### config.mk
export PLATFORM = sky130hd
export DESIGN_NAME = writeback_unit
export DESIGN_NICKNAME = d
export VERILOG_FILES = /design/src/rtl/writeback_unit.sv
export SDC_FILE = /design/constraint.sdc
export NUM_CORES = 1
export LEC_CHECK = 0
export CAP_MARGIN = 20
export CORE_ASPECT_RATIO = 1.2
export CORE_MARGIN = 2
export CORE_UTILIZATION = 41
export CTS_BUF_LIST = sky130_fd_sc_hd__clkbuf_8
export DETAILED_ROUTE_END_ITERATION = 12
export GPL_ROUTABILITY_DRIVEN = 0
export PLACE_DENSITY = 0.87
export SLEW_MARGIN = 10
export SYNTH_ARGS = -nofsm -noshare
export SYNTH_HDL_FRONTEND = slang
export SYNTH_SLANG_ARGS = --single-unit
### constraint.sdc
create_clock -name clk -period 4.3 [get_ports clk]
set_input_delay 0.43 -clock clk [delete_from_list [all_inputs] [get_ports clk]]
set_output_delay 0.43 -clock clk [all_outputs]
set_load 0.01 [all_outputs]
### src/rtl/writeback_unit.sv
// Write-back stage of the RV32I pipeline: formats load data, picks the
// write-back source, owns the register-file write port and the instret counter.
module writeback_unit #(
   parameter int XLEN  = 32,
   parameter int CNT_W = 64
) (
   input  logic             clk,
   input  logic             rst_n,
   input  logic             in_valid,
   output logic             in_ready,
   input  logic [XLEN-1:0]  in_pc,
   input  logic [XLEN-1:0]  in_alu,
   input  logic [XLEN-1:0]  in_lmd,
   input  logic [4:0]       in_rd,
   input  logic [1:0]       in_wb_sel,
   input  logic [2:0]       in_funct3,
   input  logic             in_reg_write,
   input  logic             rf_stall,
   output logic             rf_we,
   output logic [4:0]       rf_waddr,
   output logic [XLEN-1:0]  rf_wdata,
   output logic             fwd_valid,
   output logic [4:0]       fwd_rd,
   output logic [XLEN-1:0]  fwd_data,
   output logic             load_err,
   output logic [CNT_W-1:0] instret
);

   localparam logic [1:0] SEL_ALU = 2'b00;
   localparam logic [1:0] SEL_MEM = 2'b01;
   localparam logic [1:0] SEL_PC4 = 2'b10;

   localparam logic [2:0] F3_LB  = 3'b000;
   localparam logic [2:0] F3_LH  = 3'b001;
   localparam logic [2:0] F3_LW  = 3'b010;
   localparam logic [2:0] F3_LBU = 3'b100;
   localparam logic [2:0] F3_LHU = 3'b101;

   function automatic logic load_illegal(input logic [2:0] f3);
      return !(f3 == F3_LB || f3 == F3_LH || f3 == F3_LW ||
               f3 == F3_LBU || f3 == F3_LHU);
   endfunction

   // Byte/half extraction from the aligned word; illegal sizes yield zero.
   function automatic logic [XLEN-1:0] format_load(input logic [XLEN-1:0] lmd,
                                                   input logic [1:0]      off,
                                                   input logic [2:0]      f3);
      logic signed [7:0]  byte_s;
      logic signed [15:0] half_s;
      logic [XLEN-1:0]    res;
      case (off)
         2'd0:    byte_s = lmd[7:0];
         2'd1:    byte_s = lmd[15:8];
         2'd2:    byte_s = lmd[23:16];
         default: byte_s = lmd[31:24];
      endcase
      half_s = off[1] ? lmd[31:16] : lmd[15:0];
      case (f3)
         F3_LB:   res = {{(XLEN-8){byte_s[7]}}, byte_s};
         F3_LBU:  res = {{(XLEN-8){1'b0}}, byte_s};
         F3_LH:   res = {{(XLEN-16){half_s[15]}}, half_s};
         F3_LHU:  res = {{(XLEN-16){1'b0}}, half_s};
         F3_LW:   res = lmd;
         default: res = '0;
      endcase
      return res;
   endfunction

   logic             hold_valid;
   logic [4:0]       hold_rd;
   logic             hold_reg_write;
   logic             hold_err;
   logic [XLEN-1:0]  hold_data;
   logic [CNT_W-1:0] instret_q;

   logic             commit;
   logic             ready_int;
   logic             accept;
   logic             hold_writes;
   logic [XLEN-1:0]  next_data;
   logic             next_err;
   logic [XLEN-1:0]  pc_plus4;

   assign commit      = hold_valid && !rf_stall;
   assign ready_int   = !hold_valid || commit;
   assign accept      = in_valid && ready_int;
   assign hold_writes = hold_reg_write && (hold_rd != 5'd0);

   always_comb begin
      pc_plus4  = in_pc + XLEN'(4);
      next_err  = 1'b0;
      case (in_wb_sel)
         SEL_MEM: begin
            next_data = format_load(in_lmd, in_alu[1:0], in_funct3);
            next_err  = load_illegal(in_funct3);
         end
         SEL_PC4: next_data = pc_plus4;
         default: next_data = in_alu;
      endcase
   end

   // Holding-register control and the retire counter
   always_ff @(posedge clk or posedge rst_n) begin
      if (rst_n) begin
         hold_valid <= 1'b0;
         instret_q  <= '0;
      end else begin
         if (accept)
            hold_valid <= 1'b1;
         else if (commit)
            hold_valid <= 1'b0;
         if (commit)
            instret_q <= instret_q + CNT_W'(1);
      end
   end

   // Holding-register payload; only meaningful while hold_valid is set
   always_ff @(posedge clk) begin
      if (accept) begin
         hold_rd        <= in_rd;
         hold_reg_write <= in_reg_write;
         hold_err       <= next_err;
         hold_data      <= next_data;
      end
   end

   assign in_ready  = !rst_n && ready_int;
   assign rf_we     = commit && hold_writes;
   assign rf_waddr  = hold_valid ? hold_rd : 5'd0;
   assign rf_wdata  = hold_valid ? hold_data : '0;
   assign fwd_valid = hold_valid && hold_writes;
   assign fwd_rd    = fwd_valid ? hold_rd : 5'd0;
   assign fwd_data  = fwd_valid ? hold_data : '0;
   assign load_err  = commit && hold_err;
   assign instret   = instret_q;

endmodule

; After elaboration in Yosys (flattened, before gate mapping)
; Index checks and enable logic that the tools add are counted.
[op_classes]
mux = 10
n_reduce_logical = 20
addsub = 2
eq_ne = 8
[ops]
columns = operator, n
row1 = case mux 32 bit (5 select lines), 1
row2 = adder 64 x 1 -> 64 bit (second input constant), 1
row3 = two-way mux 32 bit, 2
row4 = case mux 32 bit (2 select lines), 1
row5 = adder 32 x 3 -> 32 bit (second input constant), 1
row6 = case mux 8 bit (3 select lines), 1
row7 = two-way mux 16 bit, 1
row8 = two-way mux 5 bit, 2
row9 = logical AND 1 bit, 7
row10 = == test 3 bit (second input constant), 2
row11 = logical OR 1 bit, 5
row12 = nonzero test 5 bit, 1
row13 = == test 2 x 1 -> 1 bit (second input constant), 2
row14 = == test 2 bit (second input constant), 2
row15 = logical NOT 1 bit, 4
row16 = == test 3 x 1 -> 1 bit (second input constant), 1
row17 = == test 3 x 2 -> 1 bit (second input constant), 1
row18 = logical NOT 3 bit, 1
row19 = logical NOT 2 bit, 1
row20 = two-way mux 1 bit, 2
row21 = nonzero test 2 bit, 1
[totals]
ff_bits = 104
out_inout_bits = 142
inputBits = 111
wordCells = 46

; Depth between registers and ports, before layout
[logic_depth]
ltp_word = 6
ltp_mapped = 8

; Worst setup path before layout
; OpenSTA, ideal clock, no wires.
[synth_timing]
path_kind = reg-to-reg
from = register hold_valid
to = register hold_data[0] (enable)
path_buffers = 2
period_less_slack_ps = 4064
slack_ps = 236
setup_time_ps = 496
arrival_ps = 3568
stages_incl_launch_ff = 4
path_cell_list = dfrtp_1 clkbuf_1 clkbuf_1 a21boi_0
[synth_between]
elab_chain_len = 3
[synth_rtl]
columns = item, line_no
row1 = start: declaration, 69  ; logic hold_valid;
row2 = start signal: assignment, 105  ; hold_valid <= 1'b0;
row3 = start signal: assignment, 109  ; hold_valid <= 1'b1;
row4 = start signal: assignment, 111  ; hold_valid <= 1'b0;
row5 = logical NOT 1 bit or logical AND 1 bit (tied branches), "85, 84"
row6 = logical OR 1 bit *, 85  ; assign ready_int = !hold_valid || commit;
row7 = logical AND 1 bit *, 86  ; assign accept = in_valid && ready_int;
row8 = net accept, 78  ; logic accept;
row9 = end signal: assignment, 123  ; hold_data <= next_data;
row10 = end: declaration, 73  ; logic [XLEN-1:0] hold_data;
; The timed path passes the listed nets; every way through them passes the cells marked *.
; A chain may end at the register's enable or synchronous reset.

; Worst setup path in the final report
[layout_timing]
from = register hold_rd[1]
to = output fwd_data[28]
[layout_between]
elab_chain_len = 4
[layout_rtl]
columns = item, line_no
row1 = start: declaration, 70  ; logic [4:0] hold_rd;
row2 = start signal: assignment, 120  ; hold_rd <= in_rd;
row3 = nonzero test 5 bit, 87  ; assign hold_writes = hold_reg_write && (hold_rd != 5'd0);
row4 = logical AND 1 bit, 87
row5 = logical AND 1 bit, 131  ; assign fwd_valid = hold_valid && hold_writes;
row6 = two-way mux 32 bit, 133  ; assign fwd_data = fwd_valid ? hold_data : '0;
row7 = end: declaration, 24  ; output logic [XLEN-1:0] fwd_data,
; No other way between the ends.

==> results.py <==
metrics = {
    "logic_synthesis": {
        "synth_adder_area_share_pct": 0.7729,
        "yosysWarnings": 0,
        "synthCells": 661,
        "synth_cell_type_count": 53,
        "synth_top_family_by_area": "simple AND/OR/NAND/NOR gates",
        "seq_area_frac_synth_pct": 43.21,
        "yosys.area_share.simple_pct": 26.92,
        "ys_seq_elements": 104,
        "synth_area_leader_cell": "dfrtp_1",
        "synth_compound_area_share_pct": 10.86,
        "synth_top_area_share_pct": 25.12,
        "synth_mux_area_share_pct": 3.787,
        "synth-edff-count": 39,
        "synth-async-reset-ratio_pct": 62.50,
        "synth.cell_area_um2": 6475,
        "synth-xor-area-share_pct": 11.36,
        "synthTopCellsByArea": "dfrtp_1 (25%), edfxtp_1 (18%), xor2_1 (6.9%)",
        "synth_ff_type": "dfrtp_1",
        "syn_nets": 776,
        "syn_area_per_cell_um2": 9.796,
    },
    "sta": {
        "period_minus_slack_ps": 3328,
        "hold_viol_final": 0,
        "rsz0062_at_grt": "no",
        "tightest_slew_ps": 1098,
        "slew_headroom_pct": 26.51,
        "fmax_ghz": 0.3005,
        "setup-tns-final_ps": 0,
        "setup_viol": 0,
        "post-route-period-util_pct": 77.39,
        "final_max_slew_viol_count": 0,
        "fin_skew_ps": 14.00,
    },
    "power_and_ir_drop": {
        "pwr-share-comb_pct": 27.2,
        "clkPwrFrac_pct": 24.7,
        "ir_worst_vdd_v": 0.0001148,
        "internal-power_mw": 1.678,
        "p_sw_mw": 0.7192,
        "p_seq_share_pct": 48.1,
        "p_leak_nw": 3.726,
        "p_sw_share_pct": 30.00,
        "powerDensity_nw_per_um2": 254.5,
    },
    "global_routing": {
        "grt.overflow.total": 0,
        "antenna_found_initial": 0,
        "grt_pass1_vias": 6048,
        "grt_usage_pct": 24.66,
        "grt_pass1_wl_mm": 32.70,
        "grt_max_degree": 42,
    },
    "critical_path": {
        "end_kind": "output pin",
        "worstPathMaxFanout": 20,
        "reg2reg_depth": 5,
        "arrival_ps": 2900,
        "worstPathRequired_ps": 3870,
        "startpoint_type": "register",
        "crit_type": "register to output pin",
    },
    "cells_and_area": {
        "drive_gt1_share_pct": 5.837,
        "stdcell_area_um2": 9420,
        "layout_common_cells": "clkdlybuf4s50_1 (252), dfrtp_1 (65), nand2_1 (55), xor2_1 (51)",
        "antenna_cells": 0,
        "final_common_cell": "clkdlybuf4s50_1",
        "fillCellCount": 1356,
        "area_delta_synth_final_pct": 45.49,
        "layout.nets": 1018,
        "stdcell_count": 1116,
    },
    "drt": {
        "drc_errors": 0,
        "vias": 6293,
        "dr.pass1.iters": 7,
        "drt_iter0_markers": 575,
        "wl_per_cell_um": 18.65,
        "avgViaCountPerCell": 5.639,
        "drt.antenna.violating_nets": 0,
        "wl_mm": 20.82,
    },
    "status": {
        "status": "complete, no violations",
    },
    "floorplan": {
        "start_util_pct": 41.73,
        "die_y_um": 141.7,
        "die_area_um2": 16820,
        "io_pins": 253,
        "die-width_um": 118.7,
        "rows": 50,
        "core_area_um2": 15510,
    },
    "place": {
        "dp.final_hpwl_mm": 16.54,
        "port_buffers": 252,
        "placed_area_um2": 9230,
        "dp.cells": 1100,
    },
    "worst_hold_path": {
        "hold_class": "input pin to asynchronous set/reset pin",
    },
    "clock_tree": {
        "worstSkewPairLatency_ps": 370,
        "hold_buffers": 0,
        "cts_buffers": 9,
        "root_buffer": "clkbuf_8",
        "path_clk_slew_ps": 110,
        "cts_setup_buffers": 0,
        "clkSinkCount": 104,
        "cts_tree": "built",
        "cts_buffer_depth": 2,
        "htree_levels": 3,
        "ctsResizeCount": 0,
    },
    "job": {
        "drv_cap": 0,
    },
}
## metrics by stage
stage                     util, %  power (mW)  hold slack, ps  setup slack, ps
final                       60.72       2.397           440.8            972.3
after floorplan                 -       1.449           503.9            236.2
after global placement      59.49       1.815           478.0             1188
after global routing        60.72       2.511           476.1            760.1
after detailed placement    59.49       1.822           474.9             1153
after CTS                   60.72       2.413           438.5            892.9
## cell usage after synthesis, types with 3 or more instances
cell type / count
and4_1: 8
o31ai_1: 5
clkbuf_1: 28
ha_1: 4
a21oi_1: 33
xor2_1: 51
a22oi_1: 7
o31a_1: 5
a2bb2oi_1: 4
xnor2_1: 33
nor2_1: 34
a222oi_1: 8
or4_1: 6
nand3_1: 33
mux4_2: 8
nor2b_1: 35
edfxtp_1: 39
nand4_1: 15
o22ai_1: 3
a221o_1: 15
nor4_1: 9
dfrtp_1: 65
inv_1: 22
nand2b_1: 7
and3_1: 14
and2_1: 39
nand2_1: 55
a21o_1: 5
nor3_1: 27
mux2_2: 4
o21ai_0: 7
nor4_4: 3
or2_2: 3
## path summary, 6_finish.rpt
path	slack [ps]	to	startpoint
setup / recovery	970	fwd_data[28]	hold_rd[1]
hold / removal	440	instret[0]	rst_n
setup reg to reg	1990	instret[53]	instret[10]
hold reg to reg	500	instret[63]	instret[63]
max in group asynchronous	2960	instret[38]	rst_n
min in group clk	500	instret[63]	instret[63]
## power by group through the flow
stage | combinational, mW | sequential, mW | clock, mW
after floorplan | 0.272 | 1.18 | 0
after global placement | 0.643 | 1.17 | 0
after detailed placement | 0.649 | 1.17 | 0
after CTS | 0.652 | 1.15 | 0.609
after global routing | 0.698 | 1.16 | 0.649
final | 0.652 | 1.15 | 0.593
## final cells by class
type | count | area [um^2] | share of cell area, %
clock buffers | 9 | 123.9 | 1.315
clock inverters | 7 | 66.31 | 0.7039
inverters | 22 | 82.58 | 0.8766
multi-input cells | 504 | 3492 | 37.07
flip-flops and latches | 104 | 2798 | 29.70
well taps | 208 | 260.3 | 2.763
repair buffers | 262 | 2597 | 27.57
## routing by layer
| layer | up-vias | track usage (%) | part of all wire, % |
|---|---|---|---|
| li1 | 2876 | - | - |
| met1 | 2945 | 29.37 | 37 |
| met2 | 418 | 43.38 | 51 |
| met3 | 54 | 5.426 | 9.2 |
| met4 | 0 | 9.649 | 3.4 |
| met5 | - | 0 | 0 |
## cells by family (layout without fill, tap and decap cells)
kind of cell             Yosys count  in the layout
AO/OA/AOI/OAI                     98             98
flip-flops                       104            104
AND/OR/NAND/NOR                  304            304
XOR/XNOR                          84             84
multiplexers                      14             14
buffers and inverters             53            300
adder cells (fa/ha/maj)            4              4
## sequential cells by signal (all words and copies together), names as in the netlist
name	flops
instret	64
hold_data	32
hold_reg_write	1
hold_valid	1
hold_rd	5
hold_err	1
## critical path, cell delays in order, from the launching register on
cell	delay, ps
edfxtp_1	400
or4_1	540
o21ai_2	700
buf_4	340
nor2b_1	70
clkdlybuf4s50_1	480
(Power assumes the default switching activity.)
